[src/rtl/ripply_carry_adder_pkg.sv]
// Shared helpers for the ripple-carry adder.
// Overflow derivation from the top two carries lives here so all adders agree.
package ripply_carry_adder_pkg;

    // Signed overflow: the carry into the MSB differs from the carry out of it.
    function automatic logic ovf_flag(input logic c_out, input logic c_msb);
        return c_out ^ c_msb;
    endfunction

endpackage

[src/rtl/full_adder.sv]
// One-bit full adder cell; the adder chains these LSB to MSB.
module full_adder (
    input  logic a,
    input  logic b,
    input  logic ci,
    output logic s,
    output logic co
);

    logic p;

    assign p  = a ^ b;
    assign s  = p ^ ci;
    assign co = (a & b) | (ci & p);

endmodule

[src/rtl/ripply_carry_adder.sv]
// Parameterized ripple-carry adder with combinational sum/carry/overflow
// and a registered copy of sum/carry behind an async active-low reset.
module ripply_carry_adder
    import ripply_carry_adder_pkg::*;
#(
    parameter int width = 8
) (
    input  logic             clk,
    input  logic             rst_n,
    input  logic [width-1:0] a,
    input  logic [width-1:0] b,
    input  logic             cin,
    output logic [width-1:0] sum,
    output logic             cout,
    output logic             ovf,
    output logic [width-1:0] sum_q,
    output logic             cout_q
);

    // c[i] is the carry into bit i; c[width] is the carry out.
    logic [width:0]   c;
    logic [width-1:0] sum_d;
    logic             cout_d;

    assign c[0] = cin;

    genvar i;
    generate
        for (i = 0; i < width; i++) begin : g_bit
            full_adder u_fa (
                .a  (a[i]),
                .b  (b[i]),
                .ci (c[i]),
                .s  (sum[i]),
                .co (c[i+1])
            );
        end
    endgenerate

    assign cout   = c[width];
    assign ovf    = ovf_flag(c[width], c[width-1]);
    assign sum_d  = sum;
    assign cout_d = cout;

    always_ff @(posedge clk or negedge rst_n) begin
        if (!rst_n) begin
            sum_q  <= '0;
            cout_q <= 1'b0;
        end else begin
            sum_q  <= sum_d;
            cout_q <= cout_d;
        end
    end

endmodule

[config.mk]
export PLATFORM = sky130hd
export DESIGN_NAME = ripply_carry_adder
export DESIGN_NICKNAME = d
export VERILOG_FILES = /design/src/rtl/ripply_carry_adder_pkg.sv /design/src/rtl/full_adder.sv /design/src/rtl/ripply_carry_adder.sv
export SDC_FILE = /design/constraint.sdc
export NUM_CORES = 1
export LEC_CHECK = 0
export ABC_AREA = 1
export BUFFER_PORTS_ARGS = -buffer_cell sky130_fd_sc_hd__clkbuf_2
export CORE_MARGIN = 2
export CORE_UTILIZATION = 30
export CTS_CLUSTER_DIAMETER = 80
export DETAILED_ROUTE_END_ITERATION = 10
export PLACE_DENSITY = 0.71
export SLEW_MARGIN = 30
export SYNTH_ARGS = -nofsm -noshare
export SYNTH_HDL_FRONTEND = slang
export SYNTH_HIERARCHICAL = 1
export SYNTH_SLANG_ARGS = --single-unit
[constraint.sdc]
create_clock -name clk -period 4.5 [get_ports clk]
set_input_delay 0.675 -clock clk [delete_from_list [all_inputs] [get_ports clk]]
set_output_delay 0.675 -clock clk [all_outputs]
set_load 0.01 [all_outputs]
==> results of run 1 <==
kinds of logic after synthesis:
family,count (synthesis),share of synthesized area
adders and majority gates,8,0.396
and+or+nand+nor,3,0.0279
DFF,9,0.557
buffers and inverters,2,0.0186
metrics by stage:
step / total power, mW / cells / area, um2 / util / setup TNS [ps]
finish: 0.253 / 81 / 702 / 0.546 / -160
floorplan: 0.145 / 22 / 422 / - / 0
global route: 0.270 / 81 / 702 / 0.546 / -373
CTS: 0.251 / 81 / 681 / 0.530 / -240
global placement: 0.185 / 75 / 633 / 0.493 / -416
detailed placement: 0.189 / 75 / 633 / 0.493 / -472
how the worst min path moves through the flow:
stage	endpoint	cells after the start	start
floorplan	cout_q	0	rst_n
global placement	sum_q[4]	1	rst_n
detailed placement	sum_q[4]	1	rst_n
CTS	sum_q[4]	1	rst_n
global route	sum_q[0]	1	rst_n
finish	sum_q[0]	1	rst_n
state kept, by name, summed over array words and instances (netlist names):
name    flops
sum_q       8
cout_q      1
routing by layer:
layer	share of wire	up-vias	global-route usage
li1	-	152	-
met1	0.29	166	0.0804
met2	0.65	14	0.246
met3	0.060	0	0
met4	0	0	0.125
met5	0	-	0
power by group through the flow:
stage	combinational [mW]	sequential, mW	clock [mW]
detailed placement	0.0881	0.101	0
CTS	0.0915	0.0992	0.0605
global route	0.107	0.101	0.0626
global placement	0.0853	0.100	0
finish	0.0954	0.0990	0.0583
floorplan	0.0365	0.109	0
critical path, stage by stage:
cell   delay [ps]
buf_6          90
fa_2          380
fa_2          350
fa_2          340
fa_2          340
fa_2          340
fa_2          340
fa_2          360
fa_2          550
buf_6         100
cells in the final DEF, fill, tap and decap left out, drive strengths merged:
cell and count:
buf 7, clkbuf 37, dfrtp 9, fa 8
inv 2, nand2 3
timing repair:
item,4_1_cts,5_1_grt
setup buffers,2,0
resized for setup,2,9
endpoints found under the setup margin,3,3
pin swaps,2,1
final cells by class:
class                   instances  area, um2  area share
repair buffers                 40        230       0.328
flip-flops and latches          9        225       0.321
multi-input cells              11        194       0.276
clock buffers                   4       26.3      0.0374
well taps                      15       18.8      0.0267
inverters                       2       7.51      0.0107
==> qor.txt, run 1 <==
Outcome = complete, but fails checks
Failing checks = setup timing
CP arrival = 3890 ps
Initial antenna violation count = 0
Cells after synthesis = 22
Commonest cells in the netlist = dfrtp_1, fa_1, nand2_1
Nets@finish = 94
Ratio of cells with drive above 1 in the final layout = 0.803
Combinational share of power = 0.378
Clock Power Share = 0.231
Clock Tree Buf Depth = 2
Number of I/O pins = 38
Pins Over Slew Limit = 0
Gr ovfl total = 0
Largest net degree at the start of global routing = 10
Worst Hold Class = in2async
Die Span Y = 40.7 um
GP Congestion = 0.673
Sequential share of the synthesized area = 0.557
PD cells = 360 nW/um2
Antenna cells = 0
DR vias = 332
Post-synth top area share = 0.557
Sw frac = 0.303
Most numerous cell in the Yosys netlist = dfrtp_1
Syn nets = 49
FILL cells = 109
Row count = 13
Final Routed Wirelength = 879 um
Leak Pwr = 0.365 nW
Core Region = 1280 um2
Port bufs = 37
Yosys cell types = 4
HPWL after DPL = 776 um
Reg clk slew, reported paths = 60 ps
Startpoint types = input port
First-pass GRT wire length = 1.15 mm
Final setup vio count = 3
Area growth syn-to-layout = 73.7%
Critical Path RT = 3830 ps
Num CTS Buffers = 3
Vias per cell = 4.10
CTS H-tree depth = 1
DR iter-0 viols = 1
Critical path type = in2out
CTS tree = done
Crit. End Element = output pin
Ys async rst share = 1.00
Die width = 40.7 um
Clk root buf = clkbuf_4
Crit Path Max Fanout = 2
Slack of the critical path = -62.2 ps
Slew HR = 0.866
Yosys reg bits = 9
Vias in the first global route = 313
EDFF count, synth = 0
Final Critical Period = 4560 ps
Dominant cell type by area after synthesis = dfrtp_1
Hold Slack = 259 ps
Die Area = 1660 um2
Antenna Violating Nets Remaining = 0
Avg Cell Area, Syn = 18.4 um2
Global Route Usage Sum = 0.115
Fmax = 219 MHz
Mapped cell area = 404 um2
Flop pwr share = 0.392
Max-Cap Viols = 0
Critical path capture point = sum[7]
Part of the cycle the worst path needs = 1.01
Final Hold Fails = 0
Pre-CTS setup slack = -205 ps
P_int = 0.176 mW
Net Switching = 0.0765 mW
Hold_buf cts = 0
Peak supply drop = 0.131 mV
Initial Util = 0.315
First-pass DRT Iterations = 2
Ys flop type = dfrtp_1
YS warnings = 6
Worst setup path startpoint = a[0]
Tightest Pin Transition = 201 ps
Clock Sinks = 9
WL/cell = 10.9 um
Synth top area cells = dfrtp_1, fa_1, nand2_1
RSZ-0062 raised after global routing = true
DR DRC count = 0
No activity file was read; power rests on OpenSTA's default activity.
==> inputs of run 2 (changes only) <==
--- a/config.mk
+++ b/config.mk
@@ -17,3 +17,4 @@
 export SYNTH_HDL_FRONTEND = slang
 export SYNTH_HIERARCHICAL = 1
 export SYNTH_SLANG_ARGS = --single-unit
+export TNS_END_PERCENT = 50
==> run 2 against run 1 <==
The flow still finishes with violations (setup timing). Setup slack worse by 7.0 ps. Sequential share of layout area up 0.88 points. Critical endpoint unchanged. Utilization down 1.5 points. Cell area down 2.7%. Critical path depth unchanged. Via count down 1.8%. Combinational power down 4.0%.
==> qor.txt, run 2 (synthesis gave the netlist of run 1 again) <==
Outcome = complete, but fails checks
Failing checks = setup timing
Part of the cycle the worst path needs = 1.02 (+0.00155)
Vias per cell = 4.02 (-1.8%)
Die width = 40.7 um (unchanged)
Antenna Violating Nets Remaining = 0 (unchanged)
Final Critical Period = 4570 ps (+6.98 ps)
Die Span Y = 40.7 um (unchanged)
Commonest non-fill, non-tap cell in the layout = clkbuf_2
Hold_buf cts = 0 (unchanged)
Dpl cells = 75 (unchanged)
Critical path type = in2out
Antenna cells = 0 (unchanged)
WL/cell = 10.3 um (-5.3%)
DR vias = 326 (-1.8%)
Tightest Pin Transition = 201 ps (-0.883 ps)
Clock Tree Buf Depth = 2 (unchanged)
Critical Path RT = 3830 ps (about the same)
Pins Over Slew Limit = 0 (unchanged)
Final Hold Fails = 0 (unchanged)
Num CTS Buffers = 3 (unchanged)
CP peak stage delay = 550 ps (about the same)
Crit. End Element = output pin
Startpoint types = input port
Reg clk slew, reported paths = 60 ps (about the same)
Design area = 683 um2 (-2.7%)
CP arrival = 3890 ps (about the same)
Leak Pwr = 0.361 nW (-1.2%)
First-pass GRT wire length = 1.10 mm (-3.6%)
CTS tree = done
Most common cell on crit path = fa_2
GP Congestion = 0.673 (unchanged)
Worst Hold Class = in2async
Flop pwr share = 0.398 (+0.006)
First-pass DRT Iterations = 2 (unchanged)
Combinational share of power = 0.368 (-0.010)
Clk root buf = clkbuf_4
Accumulated negative setup slack = -145 ps (+14.9 ps)
Fmax = 219 MHz (-0.15%)
Slack of the critical path = -69.2 ps (-6.98 ps)
P_int = 0.174 mW (-1.5%)
DR iter-0 viols = 1 (unchanged)
Port bufs = 37 (unchanged)
Vias in the first global route = 304 (-2.9%)
HPWL after DPL = 776 um (unchanged)
Top reg by flops = sum_q
Slew HR = 0.866 (about the same)
Gr ovfl total = 0 (unchanged)
Die Area = 1660 um2 (unchanged)
RSZ-0062 raised after global routing = true
FILL cells = 108 (-0.92%)
Post-route non-filler standard cell count = 81 (unchanged)
Area growth syn-to-layout = 69.0%
Final setup vio count = 3 (unchanged)
Overall Power = 0.249 mW (-1.5%)
Nets@finish = 94 (unchanged)
Clock Power Share = 0.235 (+0.004)
Largest net degree at the start of global routing = 10 (unchanged)
CTS H-tree depth = 1 (unchanged)
Hold Slack = 259 ps (-0.323 ps)
Ratio of cells with drive above 1 in the final layout = 0.773 (-0.0303)
Initial antenna violation count = 0 (unchanged)
Slowest cell on the critical path = fa_2
Clock Sinks = 9 (unchanged)
DR DRC count = 0 (unchanged)
Final Routed Wirelength = 832 um (-5.3%)
Net Switching = 0.0754 mW (-1.4%)
Number of I/O pins = 38 (unchanged)
Peak supply drop = 0.131 mV (about the same)
Global Route Usage Sum = 0.110 (-0.00577)
Dpl cell area = 633 um2 (unchanged)
Most frequent cells in the layout = clkbuf_2, dfrtp_1, fa_2
Biggest regs = sum_q x8, cout_q x1
Pre-CTS setup slack = -205 ps (unchanged)
Max reg flops = 8 (unchanged)
Crit path cell chain = clkbuf_2 -> fa_2 -> fa_2 -> fa_2 -> fa_2 -> fa_2 -> fa_2 -> fa_2 -> fa_2 -> buf_6
PD cells = 364 nW/um2 (+1.2%)
Layout Utilization = 0.532 (-0.0146)
Core Region = 1280 um2 (unchanged)
Crit Path Max Fanout = 2 (unchanged)
Initial Util = 0.315 (unchanged)
Sw frac = 0.303 (about the same)
Row count = 13 (unchanged)
Max-Cap Viols = 0 (unchanged)
==> run 2: area by class of cell <==
class / instances / area (um2) / area share
inverter: 2 / 7.51 / 0.0110
timing repair buffer: 40 / 214 / 0.313
multi-input combinational: 11 / 191 / 0.280
clock buffer: 4 / 26.3 / 0.0385
sequential: 9 / 225 / 0.330
tap: 15 / 18.8 / 0.0275
==> run 2: final timing paths <==
path | from | to | cells past startpoint
min in group clk | b[1] | sum_q[1] | 2
max in group asynchronous | rst_n | cout_q | 1
min | rst_n | sum_q[0] | 1
max | a[0] | sum[7] | 10
==> run 2: what timing repair did <==
action | CTS | global route
pin swaps | 2 | 1
setup endpoints to repair | 3 | 3
buffers inserted | 1 | 1
resized for setup | 1 | 3
==> run 2: power groups by stage <==
stage,Combinational (mW),Clock (mW),Sequential [mW]
floorplan,0.0365,0,0.109
global placement,0.0853,0,0.100
detailed placement,0.0881,0,0.101
CTS,0.0896,0.0605,0.0992
global route,0.103,0.0625,0.100
finish,0.0916,0.0584,0.0990
==> run 2: worst max-delay path: cells and delay by family <==
kind       cells  cell delay [ps]
fa+ha+maj      8             3000
buf+inv        2              200
==> run 2: per-layer routing <==
metal / GRT usage / vias to the layer above / routed length [um]
met1: 0.0839 / 160 / 245
met2: 0.222 / 14 / 533
met5: 0 / - / 0
met4: 0.125 / 0 / 0
met3: 0 / 0 / 53
li1: - / 152 / -
